===== src/rtl/branch_predict_unit_if.sv =====
// Fetch/resolve bus of the branch predictor.
// slave = predictor side, master = pipeline side; stats ports exist with BPU_STATS_EN.
interface branch_predict_unit_if #(
  parameter int PC_W = 9
);
  logic [PC_W-1:0] if_pc_i;
  logic            if_pred_taken_o;
  logic [31:0]     if_pred_target_o;
  logic            ex_valid_i;
  logic [PC_W-1:0] ex_pc_i;
  logic [31:0]     ex_imm_i;
  logic            ex_branch_i;
  logic [31:0]     ex_alu_result_i;
  logic            ex_pred_taken_i;
  logic [31:0]     ex_pred_target_i;
  logic [31:0]     pc_imm_o;
  logic [31:0]     pc_four_o;
  logic            redirect_o;
  logic [31:0]     redirect_pc_o;
`ifdef BPU_STATS_EN
  logic [31:0]     stat_branches_o;
  logic [31:0]     stat_mispred_o;
`endif

  modport slave (
    input  if_pc_i, ex_valid_i, ex_pc_i, ex_imm_i,
    input  ex_branch_i, ex_alu_result_i,
    input  ex_pred_taken_i, ex_pred_target_i,
    output if_pred_taken_o, if_pred_target_o,
    output pc_imm_o, pc_four_o,
`ifdef BPU_STATS_EN
    output stat_branches_o, stat_mispred_o,
`endif
    output redirect_o, redirect_pc_o
  );

  modport master (
    output if_pc_i, ex_valid_i, ex_pc_i, ex_imm_i,
    output ex_branch_i, ex_alu_result_i,
    output ex_pred_taken_i, ex_pred_target_i,
    input  if_pred_taken_o, if_pred_target_o,
    input  pc_imm_o, pc_four_o,
`ifdef BPU_STATS_EN
    input  stat_branches_o, stat_mispred_o,
`endif
    input  redirect_o, redirect_pc_o
  );
endinterface


===== src/rtl/branch_predict_unit.sv =====
// Direct-mapped 2-bit branch predictor with target table and mispredict redirect.
// Ports: clk, rst_n (sync, active-low), bus (slave); macro BPU_STATS_EN adds stat counters.
module branch_predict_unit #(
  parameter int PC_W    = 9,
  parameter int ENTRIES = 16
) (
  input logic                 clk,
  input logic                 rst_n,
  branch_predict_unit_if.slave bus
);
  localparam int IDX_W = $clog2(ENTRIES);
  localparam int TAG_W = PC_W - IDX_W - 2;

  logic [1:0]       ctr [ENTRIES];
  logic             vld [ENTRIES];
  logic [TAG_W-1:0] tag [ENTRIES];
  logic [31:0]      tgt [ENTRIES];

  logic             redirect;
  logic [31:0]      redirect_pc;

  logic [IDX_W-1:0] f_idx;
  logic [TAG_W-1:0] f_tag;
  logic             f_taken;
  logic [IDX_W-1:0] e_idx;
  logic [TAG_W-1:0] e_tag;
  logic             e_hit;
  logic [31:0]      pc_ext;
  logic [31:0]      pc_imm;
  logic [31:0]      pc_four;
  logic             resolved;
  logic             taken;
  logic             mispred;

  assign f_idx   = bus.if_pc_i[IDX_W+1:2];
  assign f_tag   = bus.if_pc_i[PC_W-1:IDX_W+2];
  assign f_taken = vld[f_idx] && (tag[f_idx] == f_tag)
                   && ctr[f_idx][1];

  assign bus.if_pred_taken_o  = f_taken;
  assign bus.if_pred_target_o = f_taken ? tgt[f_idx] : 32'd0;

  assign pc_ext  = {{(32-PC_W){1'b0}}, bus.ex_pc_i};
  assign pc_imm  = pc_ext + bus.ex_imm_i;
  assign pc_four = pc_ext + 32'd4;

  assign bus.pc_imm_o  = pc_imm;
  assign bus.pc_four_o = pc_four;

  // ex inputs during a redirect cycle belong to the flushed wrong path
  assign resolved = bus.ex_valid_i && bus.ex_branch_i && !redirect;
  assign taken    = bus.ex_alu_result_i[0];
  assign mispred  = resolved &&
                    ((taken != bus.ex_pred_taken_i) ||
                     (taken && (bus.ex_pred_target_i != pc_imm)));

  assign e_idx = bus.ex_pc_i[IDX_W+1:2];
  assign e_tag = bus.ex_pc_i[PC_W-1:IDX_W+2];
  assign e_hit = vld[e_idx] && (tag[e_idx] == e_tag);

  assign bus.redirect_o    = redirect;
  assign bus.redirect_pc_o = redirect_pc;

  logic unused_bits;
  assign unused_bits = ^{bus.ex_alu_result_i[31:1], bus.if_pc_i[1:0]};

  always_ff @(posedge clk) begin
    if (!rst_n) begin
      for (int i = 0; i < ENTRIES; i++) begin
        ctr[i] <= 2'd1;
        vld[i] <= 1'b0;
        tag[i] <= '0;
        tgt[i] <= '0;
      end
      redirect    <= 1'b0;
      redirect_pc <= '0;
    end else begin
      redirect <= mispred;
      if (mispred)
        redirect_pc <= taken ? pc_imm : pc_four;
      if (resolved) begin
        if (e_hit) begin
          if (taken && ctr[e_idx] != 2'd3)
            ctr[e_idx] <= ctr[e_idx] + 2'd1;
          else if (!taken && ctr[e_idx] != 2'd0)
            ctr[e_idx] <= ctr[e_idx] - 2'd1;
        end else begin
          vld[e_idx] <= 1'b1;
          tag[e_idx] <= e_tag;
          ctr[e_idx] <= taken ? 2'd2 : 2'd1;
        end
        if (taken)
          tgt[e_idx] <= pc_imm;
      end
    end
  end

`ifdef BPU_STATS_EN
  logic [31:0] stat_br;
  logic [31:0] stat_mp;

  always_ff @(posedge clk) begin
    if (!rst_n) begin
      stat_br <= '0;
      stat_mp <= '0;
    end else begin
      if (resolved && stat_br != 32'hFFFF_FFFF)
        stat_br <= stat_br + 32'd1;
      if (mispred && stat_mp != 32'hFFFF_FFFF)
        stat_mp <= stat_mp + 32'd1;
    end
  end

  assign bus.stat_branches_o = stat_br;
  assign bus.stat_mispred_o  = stat_mp;
`endif
endmodule

===== src/flat_wrapper.sv =====
// flat-port wrapper written by rule: the top's interface ports become plain ports
module branch_predict_unit_flat 
#(
  parameter int PC_W    = 9,
  parameter int ENTRIES = 16
)
  (clk, rst_n, bus_if_pc_i, bus_ex_valid_i, bus_ex_pc_i, bus_ex_imm_i, bus_ex_branch_i, bus_ex_alu_result_i, bus_ex_pred_taken_i, bus_ex_pred_target_i, bus_if_pred_taken_o, bus_if_pred_target_o, bus_pc_imm_o, bus_pc_four_o, bus_redirect_o, bus_redirect_pc_o);
  branch_predict_unit_if #(.PC_W(PC_W)) bus_i ();
  input logic clk;
  input logic rst_n;
  input wire logic [$bits(bus_i.if_pc_i)-1:0] bus_if_pc_i;
  input wire logic [$bits(bus_i.ex_valid_i)-1:0] bus_ex_valid_i;
  input wire logic [$bits(bus_i.ex_pc_i)-1:0] bus_ex_pc_i;
  input wire logic [$bits(bus_i.ex_imm_i)-1:0] bus_ex_imm_i;
  input wire logic [$bits(bus_i.ex_branch_i)-1:0] bus_ex_branch_i;
  input wire logic [$bits(bus_i.ex_alu_result_i)-1:0] bus_ex_alu_result_i;
  input wire logic [$bits(bus_i.ex_pred_taken_i)-1:0] bus_ex_pred_taken_i;
  input wire logic [$bits(bus_i.ex_pred_target_i)-1:0] bus_ex_pred_target_i;
  output wire logic [$bits(bus_i.if_pred_taken_o)-1:0] bus_if_pred_taken_o;
  output wire logic [$bits(bus_i.if_pred_target_o)-1:0] bus_if_pred_target_o;
  output wire logic [$bits(bus_i.pc_imm_o)-1:0] bus_pc_imm_o;
  output wire logic [$bits(bus_i.pc_four_o)-1:0] bus_pc_four_o;
  output wire logic [$bits(bus_i.redirect_o)-1:0] bus_redirect_o;
  output wire logic [$bits(bus_i.redirect_pc_o)-1:0] bus_redirect_pc_o;
  assign bus_i.if_pc_i = bus_if_pc_i;
  assign bus_i.ex_valid_i = bus_ex_valid_i;
  assign bus_i.ex_pc_i = bus_ex_pc_i;
  assign bus_i.ex_imm_i = bus_ex_imm_i;
  assign bus_i.ex_branch_i = bus_ex_branch_i;
  assign bus_i.ex_alu_result_i = bus_ex_alu_result_i;
  assign bus_i.ex_pred_taken_i = bus_ex_pred_taken_i;
  assign bus_i.ex_pred_target_i = bus_ex_pred_target_i;
  assign bus_if_pred_taken_o = bus_i.if_pred_taken_o;
  assign bus_if_pred_target_o = bus_i.if_pred_target_o;
  assign bus_pc_imm_o = bus_i.pc_imm_o;
  assign bus_pc_four_o = bus_i.pc_four_o;
  assign bus_redirect_o = bus_i.redirect_o;
  assign bus_redirect_pc_o = bus_i.redirect_pc_o;
  branch_predict_unit #(.PC_W(PC_W), .ENTRIES(ENTRIES)) u_core (.clk(clk), .rst_n(rst_n), .bus(bus_i));
endmodule

===== config.mk =====
export PLATFORM = sky130hd
export DESIGN_NAME = branch_predict_unit_flat
export DESIGN_NICKNAME = d
export VERILOG_FILES = /design/src/rtl/branch_predict_unit_if.sv /design/src/rtl/branch_predict_unit.sv /design/src/flat_wrapper.sv
export SDC_FILE = /design/constraint.sdc
export NUM_CORES = 1
export LEC_CHECK = 0
export CORE_MARGIN = 5
export CORE_UTILIZATION = 50
export DETAILED_ROUTE_END_ITERATION = 10
export GPL_ROUTABILITY_DRIVEN = 0
export PLACE_DENSITY = 0.8
export SYNTH_ARGS = -nofsm -noshare
export SYNTH_HDL_FRONTEND = slang
export SYNTH_SLANG_ARGS = --single-unit

===== constraint.sdc =====
create_clock -name clk -period 11.7 [get_ports clk]
set_clock_uncertainty 0.2 [all_clocks]
set_input_delay 1.17 -clock clk [delete_from_list [all_inputs] [get_ports clk]]
set_output_delay 1.17 -clock clk [all_outputs]
set_load 0.02 [all_outputs]

==> results.md <==
- Bufs and invs on worst path: 3
- Crit path max fanout: 20
- Grt ovf: 0
- Final setup margin: 4.61 ns
- ANT nets after route: 0
- Most frequent cells in the layout: 592 x edfxtp_1, 584 x nor2_1, 207 x mux4_2
- Hpwl dp: 52,000 um
- Post-Syn Area per Cell: roughly 13 um2
- Unrepaired setup endpoints after global routing: false
- Top post-synthesis cells by area: edfxtp_1 58%, mux4_2 15%, nor2_1 7.1%
- Hold Slack: approximately 0.27 ns
- Leakage: between 10 and 15 nW
- Delay-heaviest family, CP: buffers and inverters
- Post-synth ARST share: 0%
- Tot Pwr: approximately 5.1 mW
- Worst slew pin tran: 1.29 ns
- Initial antenna violation count: 2
- I/O pins: approximately 250
- Hold path start: u_core.bus.redirect_pc_o[1]$_SDFFE_PN0P_
- Post-synthesis cell area: 30,900 um2
- Finish-stage setup viols: 0
- Worst Path Arrival: approximately 5.7 ns
- Layout cells sized above 1: roughly 17%
- Setup Total Neg Slack: 0 ns
- Worst-skew pair later-pin latency: roughly 0.63 ns
- CP max-delay cell: xnor2_1
- Cells after DPL: about 3,200
- Critical Path Start: bus_ex_pc_i[8]
- Register area share after synthesis: around three fifths
- Core area: just over 60,000 um2
- Total GRT Usage: approximately a quarter
- Nets: approximately 2,600
- DIE AREA: around 67,000 um2
- Max-slew headroom: 14.0%
- Starting Density: between 50 and 60%
- Synth top area share: approximately 58%
- Area Overhead vs Synth: 14.7%
- CP Capture Type: primary output
- Crit path launch type: input pin
- Hold WC Path Type: flip-flop to flip-flop
- CTS Buffer Depth: 3
- First-pass GRT wire length: 132,000 um
- Die H: approximately 260 um
- I/O Buffers: between 150 and 200
- Violation count after the first detailed-routing iteration: a little over 3,000
- Crit path largest cell delay: approximately 0.99 ns
- Post-DP Area: 33,500 um2
- Commonest non-fill, non-tap cell in the layout: edfxtp_1
- Status: complete, no violations
- Final Max Tran Viols: 0
- Top FF cell, synth: edfxtp_1
- Critical Path, Cell by Cell: clkdlybuf4s50_1 > ha_1 > a21oi_1 > o211a_1 > o21a_1 > nor3_1 > xnor2_1 > inv_1 > clkdlybuf4s50_1
- Mapped Cells: about 2,300
- Fin crit share: 60.6%
- Final hold vios: 0
- Sink Count: 641
- Req. time, crit path: 10.33 ns
- Hold_buf cts: 0
- Non-Filler Instances: between 3,000 and 4,000
- CTS root buf: clkbuf_16
- Initial DRT Pass Iterations: 6
- Max Cap Viol: 0
- # Post-CTS Setup Buffers: 0
- Die Span X: 258 um
- Pwr dens: 144 nW/um2
- Pin count of the biggest net entering global routing: 84
- Drt via density: between 6 and 7
- Post-synth EDFFs: a little under 600
- Peak Freq: ~140 MHz
- Htree depth: 2
- Reg-to-reg startpoint: u_core.tag[6][2]$_SDFFCE_PN0P_
- Avg WL per Cell: around 27 um
- Kind of critical path: input pin to primary output
- Detailed-route via count: between 20,000 and 25,000
- Most used cell, CP: clkdlybuf4s50_1
- IR Drop Worst-Case VDD: roughly 0.13 mV
- Post-synth cell types: 75
- Synthesis-stage register bit count: between 600 and 700
- Inserted Clock Buffers: between 60 and 70
- Final Util: between 50 and 60%
- Clock period minus worst slack: 7.09 ns
- FP Rows: 91
- Synth area leader: edfxtp_1
- Routed Wire Length: just under 90,000 um
- CTS tree: built
- Yosys warns: 0
- Resized cells post-CTS: 0
- CTS clk-pin slew, worst paths: 0.07 ns
- Drt drc: 0
- Pre-CTS setup slack: 4.73 ns
- Final Instance Area: 35,400 um2
- Vias in the first global route: between 20,000 and 25,000
## sequential cells by signal (all words and copies together), names as in the netlist
register                  cells
u_core.bus.redirect_o         1
u_core.vld                   16
u_core.tgt                  512
u_core.bus.redirect_pc_o     32
u_core.ctr                   32
u_core.tag                   48
## layout make-up
type	instances	area, um2
Fill cell	4584	26000
Timing Repair Buffer	248	2330
Sequential cell	641	18800
Inverter	56	210
Multi-Input combinational cell	1429	11200
Antenna cell	1	2.50
Tap cell	790	988
Clock inverter	29	260
Clock buffer	81	1670
## kinds of logic after synthesis
group	after synthesis	synth area share (%)
buffers and inverters	278	3.80
other	1	0.0122
AND/OR/NAND/NOR	937	13.4
flip-flops	641	60.8
adder cells (fa/ha/maj)	14	0.592
AO/OA/AOI/OAI	172	4.03
multiplexers	220	15.5
XOR/XNOR	64	1.89
## power by group
group / switching [mW] / internal, mW
clock network: 0.866 / 1.07
logic: 0.371 / 0.219
registers: 0.0223 / 2.56
total: 1.26 / 3.85
## cell usage after synthesis, types with 6 or more instances
master,instances
edfxtp_1,592
nor2_1,585
mux4_2,207
clkbuf_1,173
nand2_1,102
and2_1,54
inv_1,54
dfxtp_1,49
nor2b_1,47
xnor2_1,41
o21ai_0,40
nand3_1,34
buf_4,24
a32o_1,23
nand2b_1,23
a21oi_1,22
xor2_1,21
nor3_1,19
a21o_1,18
or2_2,18
nand4_1,17
buf_1,13
ha_1,13
o211ai_1,13
mux2i_1,12
nor4_1,11
a211oi_1,8
and3_1,7
buf_2,6
## tightest hold or removal path, cell delays in order, from the launching register on
cell and delay, ns:
dfxtp_1 0.31, nand2_1 0.05, mux2i_1 0.06
## layer usage
layer	vias up	track usage [%]	share of wire, %
li1	8687	-	-
met1	10300	33.3	34
met2	1628	44.7	50
met3	303	4.82	11
met4	0	10.5	4.8
met5	-	0	0
## path summary, 6_finish.rpt
path                                                            endpoint  slack, ns  cells past startpoint
worst max register to register            u_core.ctr[8][0]$_SDFFCE_PN1P_       7.52                      7
worst min-delay path            u_core.bus.redirect_pc_o[1]$_SDFFE_PN0P_       0.27                      2
worst max-delay path                                    bus_pc_imm_o[28]       4.61                      9
worst min register to register  u_core.bus.redirect_pc_o[1]$_SDFFE_PN0P_       0.27                      2
Power figures use the tool's default switching activity.
